## config.mk

```make
export PLATFORM = sky130hd
export DESIGN_NAME = cache_fill_fsm
export DESIGN_NICKNAME = d
export VERILOG_FILES = /design/src/rtl/cache_fill_fsm_pkg.sv /design/src/rtl/cache_fill_fsm_fill_counter.sv /design/src/rtl/cache_fill_fsm.sv
export SDC_FILE = /design/constraint.sdc
export NUM_CORES = 1
export LEC_CHECK = 0
export ABC_AREA = 1
export ABC_CLOCK_PERIOD_IN_PS = 1500
export CORE_MARGIN = 3
export CORE_UTILIZATION = 41
export DETAILED_ROUTE_END_ITERATION = 10
export GPL_TIMING_DRIVEN = 0
export PLACE_DENSITY = 0.8
export SYNTH_ARGS = -nofsm -noshare
export SYNTH_HDL_FRONTEND = slang
export SYNTH_SLANG_ARGS = --single-unit
export TNS_END_PERCENT = 5
```

## constraint.sdc

```tcl
create_clock -name clk -period 1.5 [get_ports clk]
set_clock_uncertainty 0.1 [all_clocks]
set_input_delay 0.3 -clock clk [delete_from_list [all_inputs] [get_ports clk]]
set_output_delay 0.3 -clock clk [all_outputs]
set_load 0.01 [all_outputs]
```

## src/rtl/cache_fill_fsm_pkg.sv

```systemverilog
// Purpose : shared constants for the cache block fill sequencer.
// Latency : n/a (constants only).
// Backpres: n/a.
// Contents: block geometry, block alignment mask, FSM state encodings.
package cache_fill_fsm_pkg;

   // One cache block is 8 x 16-bit words = 16 bytes.
   localparam int          BLOCK_WORDS       = 8;
   // Clears the byte offset within a 16-byte block.
   localparam logic [15:0] BLOCK_OFFSET_MASK = 16'hFFF0;

   // FSM state encodings, kept as plain vectors for legacy netlist compatibility.
   localparam logic [0:0]  IDLE              = 1'b0;
   localparam logic [0:0]  FILL              = 1'b1;

endpackage

```

## src/rtl/cache_fill_fsm_fill_counter.sv

```systemverilog
// Purpose : CNT_W-bit up-counter with synchronous clear and increment enable.
// Latency : count updates at the edge following clr/inc.
// Backpres: none; clr has priority over inc.
// Ports   : clk, rst (async active-low), clr, inc -> count.
module fill_counter #(
   parameter int CNT_W = 4
) (
   input  logic             clk,
   input  logic             rst,
   input  logic             clr,
   input  logic             inc,
   output logic [CNT_W-1:0] count
);

   always_ff @(posedge clk or negedge rst) begin
      if (!rst) begin
         count <= '0;
      end else if (clr) begin
         count <= '0;
      end else if (inc) begin
         count <= count + CNT_W'(1);
      end
   end

endmodule

```

## src/rtl/cache_fill_fsm.sv

```systemverilog
// Purpose : on a cache miss, fetch one 16-byte block word by word and fill the data/tag arrays.
// Latency : requests start the cycle after the miss is sampled; busy ends the cycle after the tag write.
// Backpres: none upstream beyond fsm_busy; gaps in memory_data_valid simply stretch the fill.
// Ports   : miss_detected/miss_address in; mem_read_en/memory_address to memory;
//           memory_data_valid/memory_data from memory; write_data_array/fill_word_idx/
//           write_tag_array to the cache arrays; fsm_busy stalls the pipeline.
module cache_fill_fsm
   import cache_fill_fsm_pkg::*;
#(
   parameter int ADDR_W = 16,
   parameter int WORDS  = BLOCK_WORDS,
   parameter int CNT_W  = 4
) (
   input  logic                     clk,
   input  logic                     rst,
   input  logic                     miss_detected,
   input  logic [ADDR_W-1:0]        miss_address,
   input  logic                     memory_data_valid,
   input  logic [ADDR_W-1:0]        memory_data,
   output logic                     fsm_busy,
   output logic                     mem_read_en,
   output logic [ADDR_W-1:0]        memory_address,
   output logic                     write_data_array,
   output logic [$clog2(WORDS)-1:0] fill_word_idx,
   output logic                     write_tag_array
);

   logic [0:0]        state;
   logic [0:0]        state_nxt;
   logic [ADDR_W-1:0] base;
   logic [CNT_W-1:0]  issue_cnt;
   logic [CNT_W-1:0]  rcv_cnt;
   logic              in_fill;
   logic              start_fill;
   logic              last_word;

   // The returned word goes straight to the data array's write port outside
   // this block; the sequencer itself never looks at its value.
   logic              unused_mem_data;
   assign unused_mem_data = ^memory_data;

   assign in_fill    = (state == FILL);
   // Misses are only accepted while idle; a miss during a fill is dropped.
   assign start_fill = (state == IDLE) && miss_detected;
   assign last_word  = in_fill && memory_data_valid && (rcv_cnt == CNT_W'(WORDS - 1));

   always_comb begin
      state_nxt = state;
      if (start_fill) begin
         state_nxt = FILL;
      end else if (last_word) begin
         state_nxt = IDLE;
      end
   end

   always_ff @(posedge clk or negedge rst) begin
      if (!rst) begin
         state <= IDLE;
      end else begin
         state <= state_nxt;
      end
   end

   // Block-aligned base address, loaded only when a new fill starts.
   always_ff @(posedge clk or negedge rst) begin
      if (!rst) begin
         base <= '0;
      end else if (start_fill) begin
         base <= miss_address & ADDR_W'(BLOCK_OFFSET_MASK);
      end
   end

   // Requests are issued back to back independent of responses; the memory
   // is pipelined and returns words in request order.
   fill_counter #(.CNT_W(CNT_W)) u_issue_cnt (
      .clk   (clk),
      .rst   (rst),
      .clr   (start_fill),
      .inc   (mem_read_en),
      .count (issue_cnt)
   );

   fill_counter #(.CNT_W(CNT_W)) u_rcv_cnt (
      .clk   (clk),
      .rst   (rst),
      .clr   (start_fill),
      .inc   (write_data_array),
      .count (rcv_cnt)
   );

   assign fsm_busy         = in_fill;
   assign mem_read_en      = in_fill && (issue_cnt < CNT_W'(WORDS));
   // Word address = base + 2 * word index (16-bit words, byte addressing).
   assign memory_address   = in_fill ? (base + (ADDR_W'(issue_cnt) << 1)) : '0;
   // Valid responses while idle are stale (e.g. issued before a reset) and are dropped.
   assign write_data_array = in_fill && memory_data_valid;
   assign fill_word_idx    = rcv_cnt[$clog2(WORDS)-1:0];
   assign write_tag_array  = last_word;

endmodule

```

Word level (Yosys, flattened, before mapping)
Cells that the tools add are included.
Storage, ports and cells
  output and inout port bits: 23
  register bits: 21
  input port bits: 36
  word-level logic and storage cells: 24
Cells by class
  add/subtract/negate cells: 3
  $lt $le $gt $ge: 1
  muxes and demuxes: 7
  reduce and logical (&&, ||, !) cells: 7
  eq/ne operators: 1
  bitwise operators: 1
Operator list (number)
  adder 16 x 5 -> 16 bit: 1
  two-way mux 16 bit: 1
  two-way mux 4 bit: 4
  adder 4 x 1 -> 4 bit, second input constant: 2
  nonzero test 2 bit: 3
  equality test 4 x 3 -> 1 bit, second input constant: 1
  logical AND 1 bit: 4
  less-than comparator 4 bit, second input constant: 1
  two-way mux 1 bit: 2
  NOT 1 bit: 1

Logic depth before layout (Yosys ltp)
  word-level depth: 4
  gate-level depth with buffers: 7
  mapped depth without buffers: 7

Cells and area by module
Synthesis repeated with hierarchy kept, for this count alone.
Unflattened totals
  cell total of the unflattened synthesis: 184
  area, all modules: 1305.0 µm²
By module, submodules not included
  cache_fill_fsm: cells each 136, area each 902.1 µm², times used 1
  fill_counter: cells each 24, area each 201.4 µm², times used 2

Least setup slack after synthesis
OpenSTA, ideal clock, no wires.
  path kind: register to output
  start: register base[4]
  end: output port memory_address[15]
  path slack: -48 ps
  required time: 1100 ps
  cell stages (with the launch flop): 8
  arrival time: 1148 ps
  path through: dfrtp_1 ha_1 nand2_1 nor2_4 nand3_1 nand2_1 inv_1 nor2_1
On the way
  cells in the longest elaborated chain, start to end: 2
Ends and longest elaborated chain
  start: declaration: RTL line cache_fill_fsm.sv:30  | logic [ADDR_W-1:0] base;
  start signal: assignment: RTL line cache_fill_fsm.sv:69  | base <= miss_address & ADDR_W'(BLOCK_OFFSET_MASK);
  adder 16 x 5 -> 16 bit: RTL line cache_fill_fsm.sv:94  | assign memory_address = in_fill ? (base + (ADDR_W'(issue_cnt) << 1)) : '0;
  two-way mux 16 bit: RTL line cache_fill_fsm.sv:94
  end: declaration: RTL line cache_fill_fsm.sv:22  | output logic [ADDR_W-1:0] memory_address,
Every way passes these cells.

Final worst setup path
  start: register u_issue_cnt.count[3]
  end: output port memory_address[15]
On the way
  cells in the longest elaborated chain, start to end: 2
Ends and longest elaborated chain
  start: declaration: RTL line cache_fill_fsm_fill_counter.sv:12  | output logic [CNT_W-1:0] count
  start signal: assignment: RTL line cache_fill_fsm_fill_counter.sv:21  | count <= count + CNT_W'(1);
  adder 16 x 5 -> 16 bit: RTL line cache_fill_fsm.sv:94
  two-way mux 16 bit: RTL line cache_fill_fsm.sv:94
Every way passes these cells.

==> out/qor.yml <==
yosys:
  synth_top_cell_by_area: "dfrtp_1"
  ys_seq_area_share_pct: 41.9
  synthTopCellsByArea: "dfrtp_1 (42%), nand2_1 (18%), nor2_1 (5.7%)"
  async_reset_ff_share_pct: 100
  synth-edff-count: 0
  synth_top_area_share_pct: 41.9
  synth-seq-cells: 21
  synth_warnings: 0
  synth_commonest_cells: "nand2_1 (60), dfrtp_1 (21), nor2_1 (19), inv_1 (17), nand3_1 (14)"
  synthFlopType: "dfrtp_1"
  yosys.cell_types.count: 21
  avgSynthCellArea_um2: 7.13
  synth_cells: 176
  syn-cell-area_um2: 1250
  synth_nets: 216
  yosys.cell_count.top_type: "nand2_1"
clock_tree:
  cts_tree: "done"
  cts.htree.levels: 1
  clk_latency_ps: 300
  clk_pin_slew_ps: 120
  numCtsBuffers: 3
  cts.sinks: 21
  root_buffer: "clkbuf_4"
  clockBufferDepth: 2
status:
  violations: "setup timing"
  status: "finished with violations"
finish:
  final_cells: 257
  nets: 267
  antenna_cells: 0
  area_delta_synth_final_pct: 38.8
  final_util_pct: 61.6
  nFillCells: 266
  final_area_um2: 1740
  drive_above_1_share_pct: 24.3
sta:
  worstMarginPinSlew_ps: 966
  timing.final.crit_share_pct: 132
  fin_crit_ps: 1970
  grt_setup_unrepaired: "true"
  max-slew-margin-rel_pct: 35.4
  finalHoldViolCount: 0
  finalSetupTns_ps: -6430
  setup_slack_ps: -473
  hold_slack_ps: 411
  slew_violations: 0
  fmax_mhz: 507
  setup_violations: 19
global_route:
  grt_max_degree: 22
  antenna_found_initial: 0
  grt_usage_pct: 18.7
  first_global_vias: 1225
  grt_pass1_wl_mm: 5.25
  globalRouteOverflowTotal: 0
setup_path:
  worstPathArrival_ps: 1570
  r2r_slack_ps: 60
  critPathLaunchType: "flop"
  r2r_end: "u_issue_cnt.count[1]"
  required_ps: 1100
  reg2regPathDepth: 7
  critical_path_peak_fanout: 5
  r2r-start: "fsm_busy"
  critPathCaptureType: "output pin"
  worstSetupPathType: "flop to output pin"
floorplan:
  die-area_um2: 3760
  die_width_um: 61.3
  start_util_pct: 44.4
  io-pin-count: 59
  coreArea_um2: 2830
  num_rows: 19
  die_y_um: 61.3
detailed_routing:
  drt-initial-drc-count: 32
  drt_wl_total_mm: 3.07
  ant_nets: 0
  wl_per_cell_um: 12.0
  drc: 0
  firstDrtPassIters: 5
  viasPerCell: 4.92
  vias: 1264
run:
  drv_cap: 0
power:
  p_per_area_nw_per_um2: 1890
  ir_drop_uv: 1250
  p_leak_nw: 0.919
  power.total_mw: 3.29
hold_path:
  min_to: "u_rcv_cnt.count[3]"
  hold_depth: 1
  hp-class: "flop to flop"
  hold_start: "u_rcv_cnt.count[3]"
placement:
  dp_slack_ps: -582
  globalplace.congestion: 0.819
  post_dp_cell_area_um2: 1670
  dpl.hpwl_mm: 2.13
  port_buffers: 37
  placed_cells: 244
## layer usage
metal / up-vias / global-route usage, % / wire [µm]
met5: - / 0 / 0
met1: 570 / 24.3 / 1320
met3: 4 / 3.56 / 170
met2: 39 / 32.3 / 1560
met4: 0 / 4.33 / 21
li1: 651 / - / -
## critical path, stage by stage, from the launching register on
cell and delay [ps]:
dfrtp_1 400, ha_2 200, nand2_2 70, nor2_4 120, buf_6 120, nand3_1 70, nand2_1 60, inv_1 40
nor2_2 60, buf_2 120
## worst max-delay path by stage
stage | cells past startpoint | startpoint | slack, ps | endpoint
6_report | 9 | u_issue_cnt.count[3] | -470 | memory_address[15]
3_5_place_dp | 4 | memory_data_valid | -580 | write_tag_array
5_1_grt | 8 | u_issue_cnt.count[3] | -600 | memory_address[15]
3_3_place_gp | 4 | memory_data_valid | -590 | write_tag_array
2_1_floorplan | 7 | base[4] | -3 | memory_address[14]
4_1_cts | 8 | u_issue_cnt.count[3] | -480 | memory_address[13]
## repair_timing
item | CTS | global route
endpoints found under the hold margin | 0 | 0
pin swaps | 9 | 2
hold buffers | 0 | 0
resized for setup | 77 | 9
setup buffers | 8 | 1
endpoints found under the setup margin | 22 | 33
## registers in the layout, summed over array words and instances, names as in the netlist
| register | cells |
|---|---|
| u_rcv_cnt.count | 4 |
| base | 12 |
| u_issue_cnt.count | 4 |
| fsm_busy | 1 |
## power by group
part           total [mW]  internal [mW]  switching (mW)  leakage [nW]
sequential           1.16          0.843           0.313         0.257
clock               0.278         0.0995           0.178        0.0177
combinational        1.86          0.891           0.969         0.644
total                3.29           1.83            1.46         0.919
## layout by cell type (no fill, tap or decap), types with 2 or more instances in the layout
cell type        count
a21oi_1              8
buf_2               14
buf_4               11
buf_6                9
clkbuf_4             3
clkdlybuf4s50_1     18
dfrtp_1             20
ha_1                 2
ha_2                 2
inv_1               15
inv_2                3
nand2_1             57
nand2_2              4
nand3_1             14
nand4_1              3
nor2_1              18
nor2_2               2
nor2_4               2
o21ai_0              7
o21ai_1              6
## cell families after synthesis
logic type      synth area share [%]
compound gates                  8.37
buf+inv                         9.77
simple gates                    34.3
fa+ha+maj                       3.99
xor+xnor                        1.40
flops                           41.9
other cells                    0.299
## layout make-up
class | instances | area, µm² | area share (%)
inverters | 19 | 76.3 | 4.38
flip-flops and latches | 21 | 527 | 30.2
clock buffers | 3 | 22.5 | 1.29
repair buffers | 46 | 383 | 22.0
clock inverters | 1 | 5.00 | 0.287
plain buffers | 7 | 60.1 | 3.45
well taps | 31 | 38.8 | 2.23
multi-input cells | 129 | 629 | 36.1
Power figures use the tool's default switching activity.
